[src/rtl/line_buffer_pkg.sv]
// Shared constants for the 3x3 line-buffer window: default pixel width,
// window geometry, and the tap-to-bit-position packing of window_out.
package line_buffer_pkg;

  localparam int unsigned DATA_WIDTH_DEF = 8;
  localparam int unsigned WIN_SIZE       = 3;
  localparam int unsigned WIN_TAPS       = WIN_SIZE * WIN_SIZE;

  // Tap idx = row*WIN_SIZE + col (row 0 = oldest line, col 0 = oldest column);
  // tap 0 sits in the MSBs so the newest pixel lands in the LSBs.
  function automatic int unsigned win_lsb(input int unsigned idx, input int unsigned dw);
    return (WIN_TAPS - 1 - idx) * dw;
  endfunction

endpackage

[src/rtl/line_fifo.sv]
// Fixed-depth shift delay line: dout is the sample pushed DEPTH enables ago.
module line_fifo
  import line_buffer_pkg::*;
#(
  parameter int unsigned DATA_WIDTH = DATA_WIDTH_DEF,
  parameter int unsigned DEPTH      = 4
) (
  input  logic                  clk,
  input  logic                  rst,
  input  logic                  en,
  input  logic [DATA_WIDTH-1:0] din,
  output logic [DATA_WIDTH-1:0] dout
);

  logic [DATA_WIDTH-1:0] mem [DEPTH];

  always_ff @(posedge clk) begin
    if (!rst) begin
      for (int unsigned i = 0; i < DEPTH; i++) begin
        mem[i] <= '0;
      end
    end else if (en) begin
      mem[0] <= din;
      for (int unsigned i = 1; i < DEPTH; i++) begin
        mem[i] <= mem[i-1];
      end
    end
  end

  assign dout = mem[DEPTH-1];

endmodule

[src/rtl/line_buffer.sv]
// Streaming 3x3 window generator over a raster pixel stream using two row
// delay lines; emits one registered window per pixel with r>=2 and c>=2.
module line_buffer
  import line_buffer_pkg::*;
#(
  parameter int unsigned DATA_WIDTH = DATA_WIDTH_DEF,
  parameter int unsigned IMG_WIDTH  = 4,
  parameter int unsigned IMG_HEIGHT = 4
) (
  input  logic                           clk,
  input  logic                           rst,
  input  logic                           pixel_valid,
  input  logic [DATA_WIDTH-1:0]          pixel_in,
  output logic                           window_valid,
  output logic [WIN_TAPS*DATA_WIDTH-1:0] window_out
);

  // IMG_WIDTH and IMG_HEIGHT are expected to be >= WIN_SIZE.
  localparam int unsigned COL_W = $clog2(IMG_WIDTH);
  localparam int unsigned ROW_W = $clog2(IMG_HEIGHT);
  localparam int unsigned WIN_W = WIN_TAPS * DATA_WIDTH;
  localparam int unsigned HIST  = WIN_SIZE - 1;

  logic [COL_W-1:0]      col;
  logic [ROW_W-1:0]      row;
  logic [DATA_WIDTH-1:0] line1;
  logic [DATA_WIDTH-1:0] line2;
  logic [DATA_WIDTH-1:0] col_new_c [WIN_SIZE];
  logic [DATA_WIDTH-1:0] tap [WIN_SIZE][HIST];
  logic [WIN_W-1:0]      win_c;
  logic                  hit_c;
  logic                  col_last_c;
  logic                  row_last_c;

  // line1 yields pixel (r-1,c), line2 yields (r-2,c) for the pixel being accepted
  line_fifo #(
    .DATA_WIDTH (DATA_WIDTH),
    .DEPTH      (IMG_WIDTH)
  ) u_line1 (
    .clk  (clk),
    .rst  (rst),
    .en   (pixel_valid),
    .din  (pixel_in),
    .dout (line1)
  );

  line_fifo #(
    .DATA_WIDTH (DATA_WIDTH),
    .DEPTH      (IMG_WIDTH)
  ) u_line2 (
    .clk  (clk),
    .rst  (rst),
    .en   (pixel_valid),
    .din  (line1),
    .dout (line2)
  );

  always_comb begin
    col_new_c[0] = line2;
    col_new_c[1] = line1;
    col_new_c[2] = pixel_in;
  end

  // Assemble the window as it will look once the current pixel is accepted
  always_comb begin
    win_c = '0;
    for (int unsigned i = 0; i < WIN_SIZE; i++) begin
      for (int unsigned j = 0; j < HIST; j++) begin
        win_c[win_lsb(i*WIN_SIZE + j, DATA_WIDTH) +: DATA_WIDTH] = tap[i][j];
      end
      win_c[win_lsb(i*WIN_SIZE + HIST, DATA_WIDTH) +: DATA_WIDTH] = col_new_c[i];
    end
  end

  always_comb begin
    col_last_c = (col == COL_W'(IMG_WIDTH - 1));
    row_last_c = (row == ROW_W'(IMG_HEIGHT - 1));
    hit_c      = pixel_valid && (row >= ROW_W'(HIST)) && (col >= COL_W'(HIST));
  end

  always_ff @(posedge clk) begin
    if (!rst) begin
      col <= '0;
      row <= '0;
    end else if (pixel_valid) begin
      if (col_last_c) begin
        col <= '0;
        row <= row_last_c ? '0 : row + ROW_W'(1);
      end else begin
        col <= col + COL_W'(1);
      end
    end
  end

  // Column history per window row; stale data across row/frame edges is masked by hit_c
  always_ff @(posedge clk) begin
    if (!rst) begin
      window_valid <= 1'b0;
      window_out   <= '0;
      for (int unsigned i = 0; i < WIN_SIZE; i++) begin
        for (int unsigned j = 0; j < HIST; j++) begin
          tap[i][j] <= '0;
        end
      end
    end else begin
      window_valid <= hit_c;
      if (hit_c) begin
        window_out <= win_c;
      end
      if (pixel_valid) begin
        for (int unsigned i = 0; i < WIN_SIZE; i++) begin
          for (int unsigned j = 0; j + 1 < HIST; j++) begin
            tap[i][j] <= tap[i][j+1];
          end
          tap[i][HIST-1] <= col_new_c[i];
        end
      end
    end
  end

endmodule

[config.mk]
export PLATFORM = sky130hd
export DESIGN_NAME = line_buffer
export DESIGN_NICKNAME = d
export VERILOG_FILES = /design/src/rtl/line_buffer_pkg.sv /design/src/rtl/line_fifo.sv /design/src/rtl/line_buffer.sv
export SDC_FILE = /design/constraint.sdc
export NUM_CORES = 1
export LEC_CHECK = 0
export CORE_ASPECT_RATIO = 0.8
export CORE_MARGIN = 10
export CORE_UTILIZATION = 45
export DETAILED_ROUTE_END_ITERATION = 6
export PLACE_DENSITY_LB_ADDON = 0.2
export SYNTH_ARGS = -nofsm -noshare
export SYNTH_HDL_FRONTEND = slang
export SYNTH_HIERARCHICAL = 1
export SYNTH_SLANG_ARGS = --single-unit
[constraint.sdc]
create_clock -name clk -period 3.05 [get_ports clk]
set_clock_uncertainty 0.2 [all_clocks]
set_input_delay 0.915 -clock clk [delete_from_list [all_inputs] [get_ports clk]]
set_output_delay 0.915 -clock clk [all_outputs]
set_load 0.03 [all_outputs]
# Word-level counts from Yosys, hierarchy flattened
# Memories as Yosys holds them, arrays and structs flattened.
# Cells that the tools add are included.
# totals
ff_bits	77
ramBits	112
input_bits	11
out_inout_bits	73
word_cells	50
mem_count	3
# op_classes
addsub	2
magnitude_cmp	2
eq_ne	2
mux	20
bitwise	14
reduce_logical	3
# memory_table
name	words	word_bits	read_ports	rd_ports_with_merged_regs	wr	line	source
tap	3	16	3	0	3	line_buffer.sv:29	logic [DATA_WIDTH-1:0] tap [WIN_SIZE][HIST];
u_line1.mem	4	8	4	0	4	line_fifo.sv:15	logic [DATA_WIDTH-1:0] mem [DEPTH];
u_line2.mem	4	8	4	0	4	line_fifo.sv:15	
# ops
op	n
$mux W8	14
$or A1 B1 Y1	14
$add A2 B1 Y2 const B	2
$eq A2 B2 Y1 const B	2
$ge A2 B2 Y1 const B	2
$mux W1	4
$mux W2	2
$logic_and A1 B1 Y1	2
$reduce_and A2 Y1	1

# Logic depth before layout (Yosys ltp)
# depth
ltp_word	4
depth_mapped	6
depth_no_buf	4

# Modules after synthesis
# The synthesis kept the hierarchy.
# by_module_without_submodules
module	instances	cells_per_inst	area_per_inst_um2	seq_area_each_um2
line_buffer	1	445	4918.5	2982.9
line_fifo	2	71	1238.7	960.9

# Least setup slack after synthesis
# No wires, ideal clock.
# synth_path
path_type	input to register
startpoint	input rst
endpoint	memory tap[0][0] (netlist name), enable pin
setup_ps	413
arrival_ps	2316
t_required_ps	2437
path_slack_ps	120
cell_stages	3
path_buffers	2
cell_sequence	buf_4 > buf_4 > nand2b_1
# synth_rtl
element	line	source
start: declaration	line_buffer.sv:11	input logic rst,
end: declaration	line_buffer.sv:29	

# Final worst setup path
# layout_path
startpoint	register window_out[37], read port of tap
endpoint	output window_out[37]
# layout_rtl
element	line	source
start: declaration	line_buffer.sv:15	output logic [WIN_TAPS*DATA_WIDTH-1:0] window_out
# No word-level cell between the ends.

==> out/results.ini <==
[floorplan]
fp.dieW_um = 163.3
die_area_sq_um = 21990
rows = 41
ios = 84
core_sq_um = 15950
start_util_pct = 46.36
die_y_um = 134.7

[power]
power_density_nw_per_um2 = 590.0
leakagePower_nw = 3.483
swShare_pct = 20.68
intPower_mw = 4.170
worst_ir_drop_vdd_mv = 0.4125
clock_power_share_pct = 41.6
power_frac_seq_pct = 54.2
pwr-share-comb_pct = 4.1
power_switching_mw = 1.087

[critical_path]
path_buf_inv = 1
timing.critical_path.to = window_out[37]
startpoint = window_out[37]
crit_cells = 1
cpMaxStageDelayCell = clkdlybuf4s50_1
path_delay_family = buffers and inverters
required_ps = 1930
worstSetupPathType = reg2out
max_stage_delay_ps = 710
cp-end-kind = output port
rrSetupSlack_ps = 1200
start_kind = register
critPathArrivalTime_ps = 1520
r2r-start = row[1]
r2r-end = window_out[17]
ff2ff_path_depth = 4
path_max_fanout = 2
path_cells = clkdlybuf4s50_1

[timing]
max_slew_margin_pct = 48.87
rsz0062_at_grt = false
hold_viol_final = 0
fmax_mhz = 379.5
period_share_pct = 86.39
finalSetupTns_ps = 0
tightestPinTransition_ps = 767.0
whs_ps = 254.4
fin_ws_ps = 415.1
finalMaxSlewViolations = 0
min_period_ps = 2635
setup_viol = 0

[placed_design]
dp_hpwl_um = 8797
dp_slack_ps = 494.0
gp_congestion = 0.7066
io_buffers = 83

[clocking]
postCtsSetupBuffers = 0
clock_path_buffers = 2
clock_latency_ps = 430
cts.repair.resized = 0
cts_hold_buf = 0
clock-sinks = 189
clkTransAtPathRegs_ps = 60
ctsHtreeMaxLevel = 4
cts_buffers = 17
cts_tree = yes
cts-root-buf = clkbuf_16

[synthesis]
syn-num-nets = 602
synth-seq-cells = 189
synth_xor_area_share_pct = 0
synth-simple-area-share_pct = 18.63
synth-warning-count = 6
synth_fa_ha_area_share_pct = 0.6767
synth_compound_area_share_pct = 0.7105
synthCells = 587
ys_types = 25
ys_seq_area_share_pct = 66.32
syn_area_sq_um = 7396
muxShareOfSynthArea_pct = 9.745
synth_top_family_by_area = simple AND/OR/NAND/NOR gates
avgSynthCellArea_sq_um = 12.60

[hold_path]
hp-class = reg2reg

[drt]
drc_errors = 0
antenna_left = 0
first_pass_iters = 4
drtIter0Drc = 327
routedWlPerCell_um = 16.15
vias = 4377
post_drt_via_cell_ratio = 4.985
wirelength_um = 14180

[status]
outcome = finished, final reports clean

[job]
maxCapViolations = 0

[finish]
final_cell_mix = nand2_1 (144), edfxtp_1 (112), clkdlybuf4s50_1 (81), dfxtp_1 (77), mux2i_1 (72)
final_nets = 665
drive_above_1_share_pct = 15.54
final_common_cell = nand2_1
diodes = 0
areaGrowthSynthToFinish_pct = 20.49

[grt]
grt_util_all_layers_pct = 13.14
overflow = 0
grt_max_degree = 95
grt_pass1_wl_um = 23120
grt_pass1_vias = 4422
antenna_found_initial = 0

layer usage:
| layer | GRT usage (%) | share of wire (%) | vias up |
|---|---|---|---|
| met1 | 16.94 | 48 | 2104 |
| li1 | - | - | 2183 |
| met5 | 0 | 0 | - |
| met3 | 4.040 | 5.3 | 15 |
| met4 | 4.400 | 1.0 | 0 |
| met2 | 20.58 | 46 | 75 |
cell families (layout without fill, tap and decap cells):
kind of cell,Yosys count,count (layout)
AOI/OAI and AO/OA,7,7
adders and majority gates,4,4
buffers and inverters,51,127
DFF,189,189
muxes,72,72
and+or+nand+nor,264,264
synthesized netlist by cell type:
cell,number,area [sq um]
a211oi_1,1,7.510
a21boi_0,1,7.510
a21oi_1,2,10.01
a311oi_1,1,8.760
and2_1,1,6.260
and3_1,48,300.3
and3_2,64,480.5
buf_2,19,95.09
buf_4,2,15.01
buf_6,8,90.09
clkbuf_1,13,48.80
clkbuf_2,6,30.03
dfxtp_1,77,1541
edfxtp_1,112,3363
ha_1,4,50.05
inv_1,3,11.26
mux2i_1,72,720.7
nand2_1,144,540.5
nand2b_1,2,12.51
nor2_1,1,3.750
nor4bb_1,1,10.01
o21a_1,1,7.510
o221a_1,1,11.26
or2b_1,2,15.01
or3b_2,1,8.760
worst register-to-register path, stage by stage (launching register included):
cell     delay [ps]
dfxtp_1         410
ha_1            200
o221a_4         200
buf_12          360
mux2i_1         420
power by group through the flow:
stage | clock network, mW | registers, mW | logic (mW)
global route | 2.33 | 2.86 | 0.244
finish | 2.19 | 2.85 | 0.217
CTS | 2.24 | 2.85 | 0.220
global placement | 0 | 2.90 | 0.216
floorplan | 0 | 2.90 | 0.149
detailed placement | 0 | 2.91 | 0.219
worst min-delay path by stage:
stage | from | to | slack [ps] | depth (start not counted)
2_1_floorplan | col[0] | col[0] | 270 | 2
3_3_place_gp | window_out[67] | window_out[67] | 250 | 2
3_5_place_dp | window_out[65] | window_out[65] | 250 | 2
4_1_cts | window_out[50] | window_out[50] | 260 | 2
5_1_grt | window_out[16] | window_out[16] | 280 | 2
6_report | window_out[20] | window_out[20] | 250 | 2
final cells by class:
class / instances / area, sq um
multi-input cells: 347 / 2212
flip-flops and latches: 189 / 4905
fillers: 1300 / 7043
clock inverters: 12 / 145.1
clock buffers: 20 / 436.7
repair buffers: 92 / 932.1
well taps: 215 / 269.0
inverters: 3 / 11.26
metrics by stage:
stage | cell area [sq um] | instances | util [%] | power (mW)
4_1_cts | 8911 | 878 | 55.85 | 5.308
3_3_place_gp | 8329 | 846 | 52.21 | 3.119
5_1_grt | 8911 | 878 | 55.85 | 5.436
3_5_place_dp | 8329 | 846 | 52.21 | 3.126
6_report | 8911 | 878 | 55.85 | 5.257
2_1_floorplan | 7396 | 587 | - | 3.046
registers in the layout, summed over array words and instances (netlist names):
name          cells
window_out       72
tap              48
u_line1/mem      32
u_line2/mem      32
col               2
row               2
window_valid      1
No activity file was read; power rests on OpenSTA's default activity.
